[config.mk]
export PLATFORM = sky130hd
export DESIGN_NAME = simon_key_sched
export DESIGN_NICKNAME = d
export VERILOG_FILES = /design/src/rtl/simon_key_sched.sv
export SDC_FILE = /design/constraint.sdc
export NUM_CORES = 1
export LEC_CHECK = 0
export CAP_MARGIN = 40
export CELL_PAD_IN_SITES_DETAIL_PLACEMENT = 2
export CELL_PAD_IN_SITES_GLOBAL_PLACEMENT = 2
export CORE_UTILIZATION = 33
export CTS_CLUSTER_SIZE = 20
export DETAILED_ROUTE_END_ITERATION = 6
export HOLD_SLACK_MARGIN = 0.02
export PLACE_DENSITY_LB_ADDON = 0.3
export SYNTH_ARGS = -nofsm -noshare
export SYNTH_HDL_FRONTEND = slang
export SYNTH_SLANG_ARGS = --single-unit
[constraint.sdc]
create_clock -name clk -period 3.1 [get_ports clk]
set_clock_uncertainty 0.1 [all_clocks]
set_input_delay 0.775 -clock clk [delete_from_list [all_inputs] [get_ports clk]]
set_output_delay 0.775 -clock clk [all_outputs]
set_load 0.05 [all_outputs]
[src/rtl/simon_key_sched.sv]
// Sequential SIMON key expansion: loads an M-word master key and streams T round keys over valid/ready.
// Optional KS_REPLAY_EN keeps every emitted key and can replay the schedule in reverse via rev_start.
//
// state | meaning
// IDLE  | waiting for start (or rev_start with a valid store)
// RUN   | presenting round keys, advancing on each transfer
// FIN   | one-cycle done pulse, then back to IDLE
module simon_key_sched #(
  parameter int N     = 32,
  parameter int M     = 4,
  parameter int T     = 44,
  parameter int Z_IDX = 3
) (
  input  logic           clk,
  input  logic           rst_n,
  input  logic           start,
`ifdef KS_REPLAY_EN
  input  logic           rev_start,
`endif
  input  logic [N*M-1:0] key_in,
  output logic           rk_valid,
  input  logic           rk_ready,
  output logic [N-1:0]   rk_data,
  output logic [7:0]     rk_idx,
  output logic           rk_last,
  output logic           busy,
  output logic           done
);

  typedef enum logic [1:0] {S_IDLE, S_RUN, S_FIN} state_t;

  // Standard SIMON z sequences, leftmost bit is consumed first.
  localparam logic [61:0] Z0 = 62'b11111010001001010110000111001101111101000100101011000011100110;
  localparam logic [61:0] Z1 = 62'b10001110111110010011000010110101000111011111001001100001011010;
  localparam logic [61:0] Z2 = 62'b10101111011100000011010010011000101000010001111110010110110011;
  localparam logic [61:0] Z3 = 62'b11011011101011000110010111100000010010001010011100110100001111;
  localparam logic [61:0] Z4 = 62'b11010001111001101011011000100000010111000011001010010011101111;
  localparam logic [61:0] Z_SEQ = (Z_IDX == 0) ? Z0 : (Z_IDX == 1) ? Z1 :
                                  (Z_IDX == 2) ? Z2 : (Z_IDX == 3) ? Z3 : Z4;

  state_t       r_state;
  logic [N-1:0] r_win [M];
  logic [7:0]   r_idx;
  logic [5:0]   r_zc;
  logic         r_valid;
  logic         r_last;
  logic         r_busy;
  logic         r_done;

  logic         w_xfer;
  logic         w_rev;
  logic [N-1:0] w_rev_key;
  logic [N-1:0] w_tmp0;
  logic [N-1:0] w_tmp;
  logic [N-1:0] w_new;
  logic [5:0]   w_zpos;

  assign w_xfer = r_valid & rk_ready;

`ifdef KS_REPLAY_EN
  localparam int IW = $clog2(T);
  logic [N-1:0] r_store [T];
  logic         r_rev;
  logic         r_store_vld;

  // Store has no reset; r_store_vld guards its contents instead.
  always_ff @(posedge clk) begin
    if (w_xfer && !r_rev) r_store[r_idx[IW-1:0]] <= r_win[0];
  end

  assign w_rev     = r_rev;
  assign w_rev_key = r_store[IW'(r_idx - 8'd1)];
`else
  assign w_rev     = 1'b0;
  assign w_rev_key = '0;
`endif

  always_comb begin
    w_tmp0 = {r_win[M-1][2:0], r_win[M-1][N-1:3]};
    if (M == 4) w_tmp0 = w_tmp0 ^ r_win[1];
    w_tmp  = w_tmp0 ^ {w_tmp0[0], w_tmp0[N-1:1]};
    w_zpos = 6'd61 - r_zc;
    w_new  = ~r_win[0] ^ w_tmp ^ N'(3) ^ N'(Z_SEQ[w_zpos]);
  end

  always_ff @(posedge clk) begin
    if (!rst_n) begin
      r_state <= S_IDLE;
      for (int j = 0; j < M; j++) r_win[j] <= '0;
      r_idx   <= '0;
      r_zc    <= '0;
      r_valid <= 1'b0;
      r_last  <= 1'b0;
      r_busy  <= 1'b0;
      r_done  <= 1'b0;
`ifdef KS_REPLAY_EN
      r_rev       <= 1'b0;
      r_store_vld <= 1'b0;
`endif
    end else begin
      case (r_state)
        S_IDLE: begin
          r_done <= 1'b0;
          if (start) begin
            for (int j = 0; j < M; j++) r_win[j] <= key_in[N*j +: N];
            r_idx   <= '0;
            r_zc    <= '0;
            r_valid <= 1'b1;
            r_last  <= 1'b0;
            r_busy  <= 1'b1;
            r_state <= S_RUN;
`ifdef KS_REPLAY_EN
            r_rev   <= 1'b0;
          end else if (rev_start && r_store_vld) begin
            r_win[0] <= r_store[IW'(T-1)];
            r_idx    <= 8'(T-1);
            r_rev    <= 1'b1;
            r_valid  <= 1'b1;
            r_last   <= 1'b0;
            r_busy   <= 1'b1;
            r_state  <= S_RUN;
`endif
          end
        end
        S_RUN: begin
          if (w_xfer) begin
            if (r_last) begin
              r_valid <= 1'b0;
              r_last  <= 1'b0;
              r_busy  <= 1'b0;
              r_done  <= 1'b1;
              r_state <= S_FIN;
`ifdef KS_REPLAY_EN
              r_store_vld <= 1'b1;
`endif
            end else if (w_rev) begin
              r_win[0] <= w_rev_key;
              r_idx    <= r_idx - 8'd1;
              r_last   <= (r_idx == 8'd1);
            end else begin
              for (int j = 0; j < M-1; j++) r_win[j] <= r_win[j+1];
              r_win[M-1] <= w_new;
              r_idx      <= r_idx + 8'd1;
              r_zc       <= (r_zc == 6'd61) ? 6'd0 : r_zc + 6'd1;
              r_last     <= (r_idx == 8'(T-2));
            end
          end
        end
        S_FIN: begin
          r_done  <= 1'b0;
          r_state <= S_IDLE;
        end
        default: r_state <= S_IDLE;
      endcase
    end
  end

  assign rk_valid = r_valid;
  assign rk_data  = r_win[0];
  assign rk_idx   = r_idx;
  assign rk_last  = r_last;
  assign busy     = r_busy;
  assign done     = r_done;

endmodule

After elaboration in Yosys (flattened, before gate mapping)
Memories as Yosys holds them, arrays and structs flattened.
Cells that the tools add are included.
Cells by class
  $add $sub $neg: 3
  order comparisons: 1
  equality and inequality tests: 8
  multiplexer cells: 43
  bitwise logic cells: 15
  reduce and logical (&&, ||, !) cells: 9
Operator list (count)
  2-to-1 mux 32 bit: 8
  bitwise XOR 32 bit: 3
  NOT 32 bit: 1
  bitwise XOR 32 x 1 -> 32 bit: 1
  2-to-1 mux 6 bit: 4
  2-to-1 mux 8 bit: 3
  2-to-1 mux 1 bit: 19
  case mux 8 bit (2 select lines): 1
  case mux 6 bit (2 select lines): 1
  AND reduction 3 bit: 3
  adder 8 x 1 -> 8 bit, second input constant: 1
  equality test 8 x 6 -> 1 bit, second input constant: 1
  inequality test 2 bit, second input constant: 4
  bitwise OR 1 bit: 8
  AND reduction 4 bit: 2
  < comparator 6 x 7 -> 1 bit, second input constant: 1
  adder 6 x 1 -> 6 bit, second input constant: 1
  equality test 6 bit, second input constant: 1
  2-to-1 mux 2 bit: 3
  case mux 1 bit (2 select lines): 3
  subtractor 6 bit, first input constant: 1
  case mux 2 bit (2 select lines): 1
  nonzero test 2 bit: 2
  equality test 2 x 1 -> 1 bit, second input constant: 1
  5 further kinds: 5
Storage, ports and cells
  bits in registers: 19
  bits in writable memories: 128
  memory bits (read-only): 64
  input bits: 132
  output and inout bits: 44
  word-level logic and storage cells: 87
  memories: 2
Memories
  r_win: depth 4, width 32, rd ports 4, clocked after memory_dff 0, wr ports 4, line 42  | logic [N-1:0] r_win [M];
  (no name shown): depth 64, width 1, rd ports 1, clocked after memory_dff 0, wr ports 0, line 83  | w_new = ~r_win[0] ^ w_tmp ^ N'(3) ^ N'(Z_SEQ[w_zpos]);

Logic depth before layout (Yosys ltp)
Gate-level depths: netlist (run 1).
An unclocked memory read counts as a cell.
  depth after elaboration: 7
  gate-level depth with buffers: 9
  gate-level depth less buffers: 8

Worst setup path after synthesis (run 1)
Ideal clock, no wire load.
  path kind: reg-to-reg
  start: register r_zc[1]
  end: memory r_win[3][0] (data pin)
  setup time: 257 ps
  data arrival time: 1950 ps
  required time: 2743 ps
  slack: 793 ps
  cell stages (with the launch flop): 8
  path buffers: 0
  clock period less this slack: 2307 ps
  cell sequence: dfxtp_1 ha_1 xor2_2 mux4_2 mux2i_1 a211oi_2 mux2i_1 nand2_1
RTL lines
  start: declaration: line 44  | logic [5:0] r_zc;
  start signal: assignment: line 144  | r_zc <= (r_zc == 6'd61) ? 6'd0 : r_zc + 6'd1;
  end: declaration: line 42

==> out/qor.txt, run 1 <==
SYNTH
---------------------------------------------------------------------------------
Synth Warn #                                                                    0
Area of the mapped netlist                                               7220 µm²
Share of async-settable or async-resettable flops after synthesis               0
Cell taking the most area after synthesis                                edfxtp_1
Prevailing post-synth register cell                                      edfxtp_1
Synth Register Bits                                                           147
Most common cell in the synthesized netlist                              edfxtp_1
Synth top cells by count                                             128 x edfxtp_1, 98 x a22o_1, 98 x xnor2_1
Sequential cell area fraction in the yosys report                           0.585
Yosys cell types                                                               43
Gate count of the mapped netlist                                              556
Top post-synthesis cells by area                                     edfxtp_1 53%, a22o_1 12%, xnor2_1 12%
Synthesized Nets                                                              699
Number of flops mapped to enable cells by yosys                               128
Mean Syn Cell Area                                                       13.0 µm²
Area share of the leading cell type in the synthesized netlist              0.532

CRITICAL PATH
---------------------------------------------------------------------------------
Data required time at the worst endpoint                                  3.17 ns
Reg-to-reg startpoint                                                     r_zc[1]
Most frequent CP cell                                                     mux2i_1
Worst-path cell chain                                                ha_1 > xor2_2 > mux4_2 > mux2i_1 > a211oi_2 > mux2i_1 > nand2_1
Type of origin of the critical path                                      register
Delay contributed by the slowest stage of the critical path               0.55 ns
CP max FO                                                                       9
Start point of the critical path                                          r_zc[1]
End of the worst register-to-register path                            r_win[3][0]
Worst r2r path cells                                                            7
Gate family responsible for the most delay along the worst path      multiplexers
Crit path buffers/inverters                                                     0
Endpoint kind of the worst setup timing path                             register
Register-to-register path setup slack                                     0.43 ns
Kind of critical path                                                register to register
Critical path arrival                                                     2.74 ns
Critical-path cell with the highest stage delay                            mux4_2

DIE
---------------------------------------------------------------------------------
Die W                                                                      150 µm
Effective utilization at floorplan                                          0.340
Overall die area                                                        22500 µm²
Floorplan core area                                                     21200 µm²
Die Height                                                                 150 µm
Std cell rows                                                                  53
I/O pin cnt                                                                   176

CLOCKING
---------------------------------------------------------------------------------
Root cell of the clock tree                                             clkbuf_16
Clock latency of the later-clocked register in the worst-skew pair        0.43 ns
Longest Clk Path Bufs                                                           2
H-tree levels                                                                   4
Number of instances resized during post-cts repair                              0
Post CTS Setup Buffer Count                                                     0
TritonCTS clock tree                                                         done
Clock sinks                                                                   147
Clock transition at the registers of the reported paths                   0.06 ns
Number of buffers added by the clock tree synthesis step                       17
Hold-fix buffers at CTS                                                         0

TIMING
---------------------------------------------------------------------------------
Max transition margin                                                       0.604
Pin slew with the least headroom to its limit                            0.593 ns
RSZ-0062 raised after global routing                                        false
Maximum frequency from static timing analysis                             374 MHz
Number of endpoints with negative hold slack in the final report                0
Final Max Tran Viols                                                            0
Final setup TNS                                                              0 ns
Ratio of final minimum period to clock period                               0.863
Minimum clock period after layout                                         2.67 ns
Final Setup Violations                                                          0

FINISH
---------------------------------------------------------------------------------
Synthesis-to-layout area growth                                             38.6%
Number of cells in the finished layout apart from fillers                    1022
Layout cell share with drive strength beyond 1                             0.0845
Post-route cell area                                                    10000 µm²
Net count of the finished layout                                              876
Post-Route Utilization                                                      0.472

GLOBAL ROUTING
---------------------------------------------------------------------------------
Largest net degree at the start of global routing                              61
Number of antenna violations at the first check in global routing               1
Overall track demand over capacity in global routing                        0.223
Global-route wire length before repair                                   36300 µm
Via count of the first global-routing pass                                   6006
Grt total ovfl                                                                  0

POWER AND IR DROP
---------------------------------------------------------------------------------
Total net switching power                                                 1.65 mW
Share of total power in the clock network                                   0.370
Combinational share of power                                                0.209
Int Pwr                                                                   4.32 mW
Switching Fraction                                                          0.276
Power density over the cells                                           596 nW/µm²
Reported leakage power                                                    3.59 nW
Total power                                                               5.97 mW
Maximum vdd drop                                                           380 µV
Reg power frac                                                              0.421

DRT
---------------------------------------------------------------------------------
Initial DRC count                                                             275
Drt total wl                                                             24400 µm
Drc violations                                                                  0
Detailed-routing iteration count for the pre-antenna-repair pass                5
Routed WL per cell                                                        23.9 µm
Number of routed nets with antenna violations                                   0
Average vias per placed instance                                             5.23
Routed via count                                                             5343

MIN PATH
---------------------------------------------------------------------------------
Hold path startpoint                                                         done
Path class of the lowest-slack min-delay path                        register to register
Hold-critical path depth                                                        1
Endpoint of the worst hold-timing path                                       done

PLACED DESIGN
---------------------------------------------------------------------------------
Final estimated routing congestion in global placement                      0.842
Placed wire-length estimate                                              17300 µm
Cell area reported after detailed placement                              9390 µm²
Cell total after placement                                                    989
I/O Buffers                                                                   175

STATUS
---------------------------------------------------------------------------------
Run status                                                           finished clean

FLOW RUN
---------------------------------------------------------------------------------
Maximum capacitance violations                                                  0

state kept, by name, indices dropped and copies added, names as in the netlist:
signal / flops
r_win: 128
rk_idx: 8
r_zc: 6
r_state: 2
busy: 1
done: 1
rk_last: 1
layout by cell type (no fill, tap or decap), types with 5 or more instances in the layout:
master | netlist | layout
buf_12 | 0 | 9
nand3_1 | 9 | 9
xnor2_1 | 98 | 98
inv_1 | 8 | 8
ha_1 | 11 | 11
buf_4 | 1 | 10
dfxtp_1 | 19 | 19
nand2_1 | 40 | 40
xor2_1 | 10 | 10
mux2i_1 | 5 | 5
clkdlybuf4s50_1 | 0 | 175
o21ai_0 | 33 | 33
nor2_1 | 18 | 18
clkbuf_16 | 0 | 17
a22o_1 | 98 | 98
edfxtp_1 | 128 | 128
worst max-delay path by stage:
stage	to	slack, ns	depth (start not counted)
after floorplan	r_win[3][0]	0.79	7
after global placement	r_win[3][26]	0.30	5
after detailed placement	r_win[3][12]	0.11	5
after CTS	r_win[3][0]	0.34	7
after global routing	r_win[3][0]	0.19	7
final	r_win[3][0]	0.43	7
kinds of logic after synthesis:
group                      Yosys count  synth area share
AOI/OAI and AO/OA                  147             0.159
xor gates and xnor gates           109             0.133
adders and majority gates           11            0.0191
buffers and inverters               44            0.0303
DFF                                147             0.585
muxes                                8            0.0137
and+or+nand+nor                     90            0.0593
metal layers:
metal  GRT usage  share of wire  vias to the layer above  routed length [µm]
met5           0        0.00053                        -                  13
met4      0.0611          0.011                        2                 261
met3      0.0552          0.057                       20                1400
met2       0.378           0.51                      155               12400
met1       0.280           0.43                     2732               10400
li1            -              -                     2434                   -
worst register-to-register path, cell delays in order (launching register included):
cell and delay (ns):
dfxtp_1 0.50, ha_1 0.37, xor2_2 0.32, mux4_2 0.55, mux2i_1 0.27, a211oi_2 0.12
mux2i_1 0.14, nand2_1 0.06
area by class of cell:
type | count | area (µm²)
multi-input combinational | 365 | 2790
tap | 275 | 344
inverter | 8 | 30.0
sequential | 147 | 4220
clock inverter | 14 | 185
clock buffer | 18 | 429
fill | 2110 | 11200
timing repair buffer | 194 | 2010
antenna | 1 | 2.50
power by group through the flow:
stage,Combinational [mW],Clock [mW],Sequential [mW]
after global routing,1.33,2.32,2.52
after floorplan,0.623,0,2.65
after CTS,1.27,2.24,2.51
final,1.25,2.21,2.51
after detailed placement,1.25,0,2.55
after global placement,1.19,0,2.54
metrics by stage:
| step | hold WS [ns] | setup WS [ns] |
|---|---|---|
| after global routing | 0.423 | 0.192 |
| after global placement | 0.385 | 0.296 |
| after CTS | 0.407 | 0.340 |
| after floorplan | 0.360 | 0.793 |
| final | 0.406 | 0.426 |
| after detailed placement | 0.389 | 0.111 |
Note: power is estimated with default switching activity, not from simulation.
==> inputs of run 2 (changes only) <==
CORE_MARGIN = 2   (was unset)
CTS_CLUSTER_DIAMETER = 30   (was unset)
==> run 2 against run 1 <==
Net effect:
- flip-flop and latch count did not move
- via count fell by 1.0%
- final cell count rose by 0.59%
- global-route usage fell by 1.5 points
- maximum frequency fell by 3.9%
==> out/qor.txt, run 2 (same netlist as run 1, synthesis figures left out) <==
GLOBAL ROUTING
---------------------------------------------------------------------------------
Grt met3 use                                                               0.0394
Global-route wire length before repair                                   36600 µm
GR Layer Usage met2                                                         0.360
Grt total ovfl                                                                  0
Via count of the first global-routing pass                                   5906
Number of antenna violations at the first check in global routing               0
Overall track demand over capacity in global routing                        0.207
GRT met1 Usage                                                              0.262
Largest net degree at the start of global routing                              47
Peak-usage layer in the global routing report                                met2

CLOCKING
---------------------------------------------------------------------------------
Clock latency of the later-clocked register in the worst-skew pair        0.43 ns
Post CTS Setup Buffer Count                                                     0
Number of buffers added by the clock tree synthesis step                       17
Longest Clk Path Bufs                                                           2
TritonCTS clock tree                                                         done
Root cell of the clock tree                                             clkbuf_16
Hold-fix buffers at CTS                                                         0
Clock sinks                                                                   147
H-tree levels                                                                   4
Clock transition at the registers of the reported paths                   0.06 ns
Number of instances resized during post-cts repair                              0

POWER AND IR DROP
---------------------------------------------------------------------------------
Reported leakage power                                                    3.59 nW
Combinational share of power                                                0.211
Power density over the cells                                           594 nW/µm²
Switching Fraction                                                          0.275
Maximum vdd drop                                                           394 µV
Reg power frac                                                              0.422
Total net switching power                                                 1.63 mW
Share of total power in the clock network                                   0.368
Int Pwr                                                                   4.31 mW
Total power                                                               5.95 mW

FINISH
---------------------------------------------------------------------------------
Max reg flops                                                                 128
Number of cells in the finished layout apart from fillers                    1028
Antenna fix cells                                                               0
Register with the most flip-flops                                           r_win
Synthesis-to-layout area growth                                             38.7%
Layout cell share with drive strength beyond 1                             0.0882
Net count of the finished layout                                              878
Number of fill cells in the layout                                           2141
Most common cell after layout, fill and taps aside                   clkdlybuf4s50_1
Commonest cells after routing, fill and taps aside                   175 x clkdlybuf4s50_1, 128 x edfxtp_1, 98 x a22o_1, 98 x xnor2_1, 40 x nand2_1

DIE
---------------------------------------------------------------------------------
Die Height                                                                 152 µm
Std cell rows                                                                  54
Floorplan core area                                                     21600 µm²
Effective utilization at floorplan                                          0.334
Die W                                                                      152 µm
I/O pin cnt                                                                   176
Overall die area                                                        23100 µm²

MIN PATH
---------------------------------------------------------------------------------
Hold-critical path depth                                                        1
Path class of the lowest-slack min-delay path                        register to register

TIMING
---------------------------------------------------------------------------------
Final Max Tran Viols                                                            0
Max transition margin                                                       0.617
Ratio of final minimum period to clock period                               0.898
Number of endpoints with negative hold slack in the final report                0
Worst hold-check slack                                                   0.393 ns
Pin slew with the least headroom to its limit                            0.573 ns
Final Setup Violations                                                          0
Minimum clock period after layout                                         2.78 ns
Maximum frequency from static timing analysis                             359 MHz
Final setup TNS                                                              0 ns
RSZ-0062 raised after global routing                                        false

DRT
---------------------------------------------------------------------------------
Routed WL per cell                                                        22.9 µm
Initial DRC count                                                             289
Routed via count                                                             5287
Drt total wl                                                             23500 µm
Average vias per placed instance                                             5.14
Number of routed nets with antenna violations                                   0
Detailed-routing iteration count for the pre-antenna-repair pass                4
Drc violations                                                                  0

PLACED DESIGN
---------------------------------------------------------------------------------
Cell total after placement                                                    996
I/O Buffers                                                                   175
Final estimated routing congestion in global placement                      0.795
Placed wire-length estimate                                              16900 µm

CRITICAL PATH
---------------------------------------------------------------------------------
CP max FO                                                                       9
Type of origin of the critical path                                      register
Kind of critical path                                                register to register
Gate family responsible for the most delay along the worst path      multiplexers
Most frequent CP cell                                                     mux2i_1
Endpoint kind of the worst setup timing path                             register
Data required time at the worst endpoint                                  3.18 ns
Number of stages on the worst setup path                                        8
Crit path buffers/inverters                                                     1
Delay contributed by the slowest stage of the critical path               0.55 ns
Worst r2r path cells                                                            8
Critical path arrival                                                     2.86 ns
Critical-path cell with the highest stage delay                           dfxtp_1
Worst-path cell chain                                                inv_1 > ha_1 > mux2i_1 > mux2_4 > a32oi_1 > nor4_2 > mux2i_1 > nand2_1

STATUS
---------------------------------------------------------------------------------
Run status                                                           finished clean

FLOW RUN
---------------------------------------------------------------------------------
Maximum capacitance violations                                                  0

[run 2: cell count changes in the layout (fill, tap and decap cells not counted), sizes merged]
| cell | before | now |
|---|---|---|
| buf | 19 | 21 |
| clkbuf | 18 | 17 |
| clkinvlp | 1 | 3 |
| diode | 1 | 0 |
| inv | 9 | 8 |
[run 2: layout make-up]
cell class | count | area [µm²] | area share
flip-flops and latches | 147 | 4220 | 0.422
multi-input cells | 365 | 2790 | 0.278
repair buffers | 196 | 2010 | 0.201
clock buffers | 17 | 425 | 0.0425
well taps | 280 | 350 | 0.0350
clock inverters | 15 | 190 | 0.0190
inverters | 8 | 30.0 | 0.00300
[run 2: worst paths after layout]
path | startpoint | to | slack (ns)
hold reg to reg | r_state[0] | done | 0.39
setup reg to reg | r_zc[1] | r_win[3][0] | 0.32
hold / removal | r_state[0] | done | 0.39
setup / recovery | r_zc[1] | r_win[3][0] | 0.32
[run 2: per-stage QoR]
stage / area [µm²] / util / setup slack, ns
after floorplan: 7220 / - / 0.793
after detailed placement: 9400 / 0.435 / 0.232
final: 10000 / 0.463 / 0.317
after global placement: 9400 / 0.435 / 0.310
after CTS: 10000 / 0.463 / 0.327
after global routing: 10000 / 0.463 / 0.0873
[run 2: worst reg2reg max path, stage by stage, from the launching register on]
cell and delay, ns:
dfxtp_1 0.55, inv_1 0.21, ha_1 0.54, mux2i_1 0.25, mux2_4 0.18, a32oi_1 0.06
nor4_2 0.36, mux2i_1 0.22, nand2_1 0.07
[run 2: power groups by stage]
stage / sequential (mW) / combinational (mW) / clock, mW
after global placement: 2.53 / 1.21 / 0
after CTS: 2.51 / 1.27 / 2.23
after global routing: 2.53 / 1.34 / 2.29
after detailed placement: 2.55 / 1.25 / 0
final: 2.51 / 1.25 / 2.19
after floorplan: 2.65 / 0.623 / 0
[run 2: per-layer routing]
layer	share of wire	routed length [µm]
met5	0	0
met4	0.019	448
met3	0.035	816
met2	0.51	12100
met1	0.43	10200
